===== config.mk =====
export PLATFORM = sky130hd
export DESIGN_NAME = cdc_handshake_tx
export DESIGN_NICKNAME = d
export VERILOG_FILES = /design/src/rtl/cdc_pkg.sv /design/src/rtl/cdc_handshake_tx_sync.sv /design/src/rtl/cdc_handshake_tx.sv
export SDC_FILE = /design/constraint.sdc
export NUM_CORES = 1
export LEC_CHECK = 0
export CAP_MARGIN = 10
export CORE_MARGIN = 2
export CORE_UTILIZATION = 34
export CTS_CLUSTER_DIAMETER = 120
export DETAILED_ROUTE_END_ITERATION = 12
export PLACE_DENSITY_LB_ADDON = 0.1
export REMOVE_ABC_BUFFERS = 1
export SYNTH_ARGS = -nofsm -noshare
export SYNTH_HDL_FRONTEND = slang
export SYNTH_HIERARCHICAL = 1
export SYNTH_SLANG_ARGS = --single-unit

===== constraint.sdc =====
create_clock -name clk -period 1.38 [get_ports clk]
set_clock_uncertainty 0.1 [all_clocks]
set_input_delay 0.207 -clock clk [delete_from_list [all_inputs] [get_ports clk]]
set_output_delay 0.207 -clock clk [all_outputs]
set_load 0.01 [all_outputs]

===== src/rtl/cdc_pkg.sv =====
// Shared types and constants for the req/ack bundled-data CDC blocks.
package cdc_pkg;

  // Fewest flops that still give a metastability-settling stage.
  localparam int SYNC_STAGES_MIN = 2;

  // Transmit-side handshake states; encoding 2'b11 is unused.
  typedef enum logic [1:0] {
    IDLE         = 2'b00,
    REQ_HIGH     = 2'b01,
    WAIT_ACK_LOW = 2'b10
  } tx_state_e;

endpackage


===== src/rtl/cdc_handshake_tx_sync.sv =====
// Multi-flop synchronizer for a single asynchronous bit.
// STAGES flops in series; q is the last stage.
module cdc_handshake_tx_sync
  import cdc_pkg::*;
#(
  parameter int STAGES = SYNC_STAGES_MIN
) (
  input  logic clk,
  input  logic rst_n,
  input  logic d,
  output logic q
);

  logic [STAGES-1:0] sync_q;

  // Shift the asynchronous input through the flop chain.
  // NOTE: every synchronizer flop is reset so a stale ack cannot leak out of reset.
  always_ff @(posedge clk or negedge rst_n) begin
    if (!rst_n) begin
      sync_q <= '0;
    end else begin
      sync_q <= {sync_q[STAGES-2:0], d};
    end
  end

  assign q = sync_q[STAGES-1];

endmodule


===== src/rtl/cdc_handshake_tx.sv =====
// Transmit end of a 4-phase req/ack bundled-data clock-domain crossing.
// Captures a word on valid/ready, holds it on data_out while req_out is
// high, and completes the handshake from a synchronized copy of ack_in.
// Optional feature: define CDC_HANDSHAKE_TX_TIMEOUT_EN to build a sticky
// timeout_err flag for handshakes that stall in either wait state.
module cdc_handshake_tx
  import cdc_pkg::*;
#(
  parameter int WIDTH          = 8,
  parameter int SYNC_STAGES    = 2,
  parameter int TIMEOUT_CYCLES = 1024
) (
  input  logic             clk,
  input  logic             rst_n,
  input  logic [WIDTH-1:0] in_data,
  input  logic             in_valid,
  output logic             in_ready,
  output logic [WIDTH-1:0] data_out,
  output logic             req_out,
  input  logic             ack_in,
  output logic             done,
  output logic             timeout_err
);

  // A chain shorter than the minimum would not settle metastability.
  localparam int STAGES_EFF = (SYNC_STAGES < SYNC_STAGES_MIN) ? SYNC_STAGES_MIN : SYNC_STAGES;

  logic             ack_sync;
  tx_state_e        state_q;
  tx_state_e        state_d;
  logic             req_d;
  logic [WIDTH-1:0] data_d;
  logic             done_d;

  cdc_handshake_tx_sync #(
    .STAGES (STAGES_EFF)
  ) u_ack_sync (
    .clk   (clk),
    .rst_n (rst_n),
    .d     (ack_in),
    .q     (ack_sync)
  );

  // A held-high ack (stale or receiver not yet released) blocks new requests.
  assign in_ready = (state_q == IDLE) && !ack_sync;

  // Next-state, request, data and completion-pulse decode.
  // NOTE: every signal gets a default before the case so no latch is inferred.
  always_comb begin
    state_d = state_q;
    req_d   = req_out;
    data_d  = data_out;
    done_d  = 1'b0;
    case (state_q)
      IDLE: begin
        req_d = 1'b0;
        if (in_valid && in_ready) begin
          data_d  = in_data;
          req_d   = 1'b1;
          state_d = REQ_HIGH;
        end
      end
      REQ_HIGH: begin
        req_d = 1'b1;
        if (ack_sync) begin
          req_d   = 1'b0;
          state_d = WAIT_ACK_LOW;
        end
      end
      WAIT_ACK_LOW: begin
        req_d = 1'b0;
        if (!ack_sync) begin
          done_d  = 1'b1;
          state_d = IDLE;
        end
      end
      default: begin
        // Unused encoding recovers to a quiet IDLE.
        req_d   = 1'b0;
        state_d = IDLE;
      end
    endcase
  end

  // Register the state and all outputs so req_out is glitch-free.
  // NOTE: sequential state uses non-blocking assignments only.
  always_ff @(posedge clk or negedge rst_n) begin
    if (!rst_n) begin
      state_q  <= IDLE;
      req_out  <= 1'b0;
      data_out <= '0;
      done     <= 1'b0;
    end else begin
      state_q  <= state_d;
      req_out  <= req_d;
      data_out <= data_d;
      done     <= done_d;
    end
  end

`ifdef CDC_HANDSHAKE_TX_TIMEOUT_EN
  localparam int                CNT_W   = $clog2(TIMEOUT_CYCLES + 1);
  localparam logic [CNT_W-1:0]  CNT_MAX = CNT_W'(TIMEOUT_CYCLES);

  logic [CNT_W-1:0] wait_cnt_q;
  logic             timeout_q;

  // Count cycles spent in a wait state; flag sticks until reset.
  always_ff @(posedge clk or negedge rst_n) begin
    if (!rst_n) begin
      wait_cnt_q <= '0;
      timeout_q  <= 1'b0;
    end else begin
      if (state_d != state_q) begin
        wait_cnt_q <= '0;
      end else if (((state_q == REQ_HIGH) || (state_q == WAIT_ACK_LOW)) && (wait_cnt_q != CNT_MAX)) begin
        wait_cnt_q <= wait_cnt_q + 1'b1;
      end
      if (wait_cnt_q == CNT_MAX) begin
        timeout_q <= 1'b1;
      end
    end
  end

  assign timeout_err = timeout_q;
`else
  assign timeout_err = 1'b0;
`endif

endmodule


==> metrics.md, run 1 <==
| Metric | Value |
|---|---|
| Clk sinks | 14 |
| Final GP Congestion | 0.7265 |
| Clock latency on the worst-skew pair | around 270 ps |
| Final Core Density | 56.80% |
| Multi-input logic area | 188.9 sq um |
| Final hold violation count | 0 |
| Post-synthesis instance area | 516.7 sq um |
| H-Tree Depth | 1 |
| Gr usage total | 13.78% |
| PwrDens | 1333 mW/mm^2 |
| Layout cell share with drive strength beyond 1 | between 30% and 40% |
| First-pass GRT wire length | 1800 um |
| CP Max Fanout | 8 |
| CP endpoint kind | flip-flop |
| FP Rows | 14 |
| Post-synthesis mux area share | about 17% |
| Vias post-DR | 364 |
| Largest family of logic cells by synthesized area | multiplexers |
| FF+latch count, synth | 14 |
| FF+latch area | around 350 sq um |
| Clock slew at reported path FFs | 70 ps |
| Place WS | -269.3 ps |
| Hold Buf Count CTS | 0 |
| Post-synthesis instance total | 32 |
| Final worst slack | -63.94 ps |
| Synth area leaders | dfrtp_1 (68%), mux2_2 (17%), nor4b_4 (4.6%) |
| DPL Wire Length | 769.2 um |
| RSZ-0062 raised after global routing | yes |
| Run status | complete, but fails checks |
| Synth Area in Compound Gates | 0% |
| Starting Density | between 30% and 40% |
| Max capacitance violation total | 0 |
| Kind of critical path | flip-flop to flip-flop |
| Setup crit end | data_out[5] |
| Final Net Count | 76 |
| R2R setup slack | -60 ps |
| Fin. max-slew vios | 0 |
| Initial antenna violation count | 0 |
| Post-synth top area cell | dfrtp_1 |
| PortBufs | 22 |
| Antenna Violating Nets Remaining | 0 |
| Core Box Area | between 0.001 and 0.0015 sq mm |
| Final critical-path share of the clock period | 104.6% |
| Pin count of the biggest net entering global routing | 15 |
| Worst Path Arrival | 1510 ps |
| Fin crit period | 1444 ps |
| Sequential fraction of the synthesis area | 67.80% |
| Synth warn | 6 |
| Synth Area in Simple Gates | approximately 11% |
| Vias per cell | 4.667 |
| DRT iter0 DRCs | 3 |
| Area share of fa/ha/maj cells after synthesis | 0% |
| Worst R2R Start | state_q[0] |
| Number of fillers in the final layout | 125 |
| Most frequent cells in the layout | dfrtp_1 (12), clkdlybuf4s50_1 (11), dlygate4sd2_1 (10), mux2_4 (8), buf_4 (5) |
| Leakage power | approximately 0.40 nW |
| Failing checks | setup timing |
| Critical Path Start | state_q[0] |
| Total grt overflow | 0 |
| Syn-to-layout area delta | 61.74% |
| Commonest non-fill, non-tap cell in the layout | dfrtp_1 |
| Die Wd | 42.99 um |
| Post-Synth XOR/XNOR Area | ~1.7% |
| Worst hold margin | roughly 130 ps |
| Setup violators final | 8 |
| Netlist cell types | 10 |
| Avg WL per Cell | 13.56 um |
| DRC errors left | 0 |
| CP Data Required Time | 1440 ps |
| DIE AREA | 0.001848 sq mm |
| Post-synth top area share | 67.80% |
| Buffer depth of the longest clock path | 2 |
| Post-DP Area | approximately 770 sq um |
| Num CTS Buffers | 3 |
| I/O pin total | 24 |
| Root Driver | clkbuf_4 |
| Final Instance Area | 835.8 sq um |
| Worst hold path class | input pin to asynchronous set/reset pin |
| FF-to-FF path depth | 3 |
| Routed wire length | 1058 um |
| Worst r2r dst | data_out[5] |
| Post-synthesis area per instance | 16.15 sq um |
| TritonCTS clock tree | built |
| Worst vdd ir | 0.7181 mV |
| Vias in the first global route | 424 |
| Chip Height | 42.99 um |
| Drt first pass iters | 2 |
| Fmax | about 700 MHz |
| Startpoint Class | flip-flop |
| Setup_tns | -494.8 ps |
| Antenna diodes | 0 |
[area by class of cell]
cell class / count / area share (%)
sequential: 14 / 42.22
timing repair buffer: 28 / 30.09
multi-input combinational: 17 / 22.60
clock buffer: 3 / 2.695
tap: 16 / 2.395
[synth_stat cells (all sizes together)]
cell	count
and2	1
nor4b	1
nor3	3
nor3b	1
xor2	1
dfrtp	14
conb	1
buf	1
nor2	1
mux2	8
[where the power goes]
part | switching [mW] | internal [mW]
clock network | 0.115 | 0.101
registers | 0.0512 | 0.495
logic | 0.127 | 0.225
[sequential cells by signal, summed over array words and instances (netlist names)]
signal / flops
done: 1
state_q: 2
u_ack_sync/sync_q: 2
data_out: 8
req_out: 1
[how the worst min path moves through the flow]
stage	from	endpoint	slack (ps)
after global placement	u_ack_sync/sync_q[0]	u_ack_sync/sync_q[1]	230
after global routing	rst_n	data_out[2]	140
final	rst_n	data_out[6]	130
after floorplan	rst_n	data_out[0]	-190
after CTS	rst_n	data_out[0]	120
after detailed placement	u_ack_sync/sync_q[0]	u_ack_sync/sync_q[1]	240
[cell families after synthesis]
group         count (synthesis)
flops                        14
mux                           8
simple gates                  7
xor+xnor                      1
buf+inv                       1
other cells                   1
[critical path, stage by stage (launching register included)]
cell and delay, ps:
dfrtp_2 440, nor4b_4 290, buf_6 200, mux2_4 310
[metal layers]
layer | routed length (um) | global-route usage [%]
met3 | 54 | 3.404
met5 | 0 | 0
met4 | 21 | 9.697
met2 | 572 | 24.24
met1 | 410 | 13.97
[metrics by stage]
step	std cells	power, mW
after detailed placement	72	0.9050
after CTS	78	1.127
after floorplan	31	0.6776
final	78	1.114
after global placement	72	0.8849
after global routing	78	1.181
[repair_timing]
action,CTS,global route
resized for setup,22,3
pin swaps,1,1
buffers inserted,3,0
setup endpoints to repair,19,9
Power figures use the tool's default switching activity.
==> inputs of run 2 (changes only) <==
--- a/config.mk
+++ b/config.mk
@@ -8,7 +8,7 @@
 export CAP_MARGIN = 10
 export CORE_MARGIN = 2
 export CORE_UTILIZATION = 34
-export CTS_CLUSTER_DIAMETER = 120
+export CTS_CLUSTER_DIAMETER = 30
 export DETAILED_ROUTE_END_ITERATION = 12
 export PLACE_DENSITY_LB_ADDON = 0.1
 export REMOVE_ABC_BUFFERS = 1
==> constraint.sdc (replaced) <==
create_clock -name clk -period 1.2 [get_ports clk]
set_clock_uncertainty 0.1 [all_clocks]
set_input_delay 0.18 -clock clk [delete_from_list [all_inputs] [get_ports clk]]
set_output_delay 0.18 -clock clk [all_outputs]
set_load 0.01 [all_outputs]
==> metrics.md, run 2 (synthesized netlist as in run 1, its figures left out) <==
| Metric | Value |
|---|---|
| Run status | complete, but fails checks |
| Failing checks | setup timing |
| Worst r2r dst | data_out[5] |
| Clock slew at reported path FFs | 70 ps (about the same) |
| Setup violators final | 9 (+1) |
| CP Data Required Time | 1260 ps (-180 ps) |
| Initial antenna violation count | 0 (unchanged) |
| FP Rows | 14 (unchanged) |
| Largest Register | data_out |
| H-Tree Depth | 1 (unchanged) |
| DRT iter0 DRCs | 9 (+6) |
| CP endpoint kind | flip-flop |
| Root Driver | clkbuf_4 |
| Worst Path Arrival | 1500 ps (about the same) |
| Most frequent cells in the layout | dfrtp_1 (12), clkdlybuf4s50_1 (11), mux2_4 (8), buf_4 (7), clkbuf_2 (6) |
| Final hold violation count | 0 (unchanged) |
| Final cell count without fillers | 80 (+2.6%) |
| Final GP Congestion | 0.7265 (unchanged) |
| Final Net Count | 78 (+2.6%) |
| First-pass GRT wire length | 1676 um (-6.9%) |
| FF+latch area | 352.8 sq um (unchanged) |
| Met2 routed WL | 568 um (-0.70%) |
| Vias per cell | 4.675 (+0.18%) |
| Fin crit period | 1439 ps (-5.331 ps) |
| Fin. max-slew vios | 0 (unchanged) |
| Met3 wire len | 56 um (+3.7%) |
| Final Core Density | 56.29% (-0.51 points) |
| Vias post-DR | 374 (+2.7%) |
| Antenna Violating Nets Remaining | 0 (unchanged) |
| Max capacitance violation total | 0 (unchanged) |
| CP Max Fanout | 8 (unchanged) |
| Buffer depth of the longest clock path | 2 (unchanged) |
| Gr usage total | 12.80% (-0.98 points) |
| Syn-to-layout area delta | 60.29% |
| Post-Route M1 WL | 422 um (+2.9%) |
| Total grt overflow | 0 (unchanged) |
| Starting Density | 35.12% (unchanged) |
| DIE AREA | 0.001848 sq mm (unchanged) |
| DRC errors left | 0 (unchanged) |
| Vias in the first global route | 414 (-2.4%) |
| Critical Path Start | state_q[1] |
| Number of fillers in the final layout | 133 (+6.4%) |
| Drt first pass iters | 3 (+1) |
| Clock latency on the worst-skew pair | 270 ps (about the same) |
| TritonCTS clock tree | built |
| Avg WL per Cell | 13.36 um (-1.5%) |
| Setup crit end | data_out[5] |
| Multi-input logic area | 193.9 sq um (+2.6%) |
| Largest registers | data_out x8, state_q x2, u_ack_sync/sync_q x2 |
| Worst hold path class | input pin to asynchronous set/reset pin |
| Commonest non-fill, non-tap cell in the layout | dfrtp_1 |
| Num CTS Buffers | 3 (unchanged) |
| Fmax | 695.1 MHz (+0.37%) |
| Pin count of the biggest net entering global routing | 15 (unchanged) |
| PortBufs | 22 (unchanged) |
| Kind of critical path | flip-flop to flip-flop |
| Clk sinks | 14 (unchanged) |
| Chip Height | 42.99 um (unchanged) |
| DPL Wire Length | 769.2 um (unchanged) |
| Hold Buf Count CTS | 0 (unchanged) |
| Max reg flops | 8 (unchanged) |
| I/O pin total | 24 (unchanged) |
| Final critical-path share of the clock period | 119.9% (+15 points) |
| Routed wire length | 1069 um (+1.0%) |
| RSZ-0062 raised after global routing | yes |
| Layout cell share with drive strength beyond 1 | 50.00% (+16 points) |
| Final worst slack | -238.6 ps (-174.7 ps) |
| Die Wd | 42.99 um (unchanged) |
| Startpoint Class | flip-flop |
| Worst R2R Start | state_q[1] |
| Leakage power | 0.3986 nW (-0.77%) |
| FF-to-FF path depth | 3 (unchanged) |
| PwrDens | 1556 mW/mm^2 (+17%) |
| Worst vdd ir | 0.8128 mV (+13%) |
| Top sig layer | met4 |
| Core Box Area | 0.001471 sq mm (unchanged) |
| Placed Cells | 72 (unchanged) |
| Antenna diodes | 0 (unchanged) |
| R2R setup slack | -240 ps (-170 ps) |
-- run 2: cell types whose count changed in the layout (fill, tap and decap cells not counted) --
cell	before	now
buf_2	1	3
buf_4	5	7
clkbuf_2	0	6
clkdlybuf4s15_1	0	2
dlygate4sd2_1	10	0
nor3_1	3	2
nor3_2	0	1
-- run 2: layer usage --
layer  global-route usage (%)  up-vias
met3                    2.979        2
met2                    23.03       14
met5                        0        -
met1                    12.60      185
li1                         -      173
met4                    9.091        0
-- run 2: stage by stage --
stage	power (mW)	setup slack (ps)	hold slack, ps	area [sq um]	setup TNS, ps
after detailed placement	1.041	-422.3	236.4	772.0	-3611
after CTS	1.277	-251.4	95.98	820.8	-2103
after floorplan	0.7793	-307.1	-215.6	509.2	-2457
after global routing	1.365	-282.9	116.1	828.3	-2468
final	1.289	-238.6	103.8	828.3	-2100
after global placement	1.018	-393.0	233.4	772.0	-3388
-- run 2: how the worst min path moves through the flow --
stage	endpoint	slack, ps	startpoint
finish	data_out[2]	100	rst_n
global route	data_out[2]	120	rst_n
CTS	data_out[0]	100	rst_n
detailed placement	u_ack_sync/sync_q[1]	240	u_ack_sync/sync_q[0]
global placement	u_ack_sync/sync_q[1]	230	u_ack_sync/sync_q[0]
floorplan	data_out[0]	-220	rst_n
-- run 2: cell type report --
class	instances	area share, %
Clock buffer	3	2.719
Multi-Input combinational cell	17	23.41
Tap cell	16	2.417
Timing Repair Buffer	30	28.85
Sequential cell	14	42.60
-- run 2: repair_timing --
| action | 4_1_cts | 5_1_grt |
|---|---|---|
| endpoints found under the setup margin | 19 | 16 |
| resized for setup | 29 | 17 |
| gates cloned | 0 | 0 |
| buffers inserted | 3 | 2 |
| pin swaps | 0 | 1 |
-- run 2: power breakdown --
| part | total (mW) | internal, mW | switching [mW] |
|---|---|---|---|
| sequential | 0.630 | 0.569 | 0.0613 |
| combinational | 0.409 | 0.256 | 0.153 |
| clock | 0.249 | 0.116 | 0.133 |
| total | 1.29 | 0.941 | 0.347 |
-- run 2: critical path, stage by stage (launching register included) --
cell	delay (ps)
dfrtp_2	440
nor4b_4	280
buf_6	190
mux2_4	310
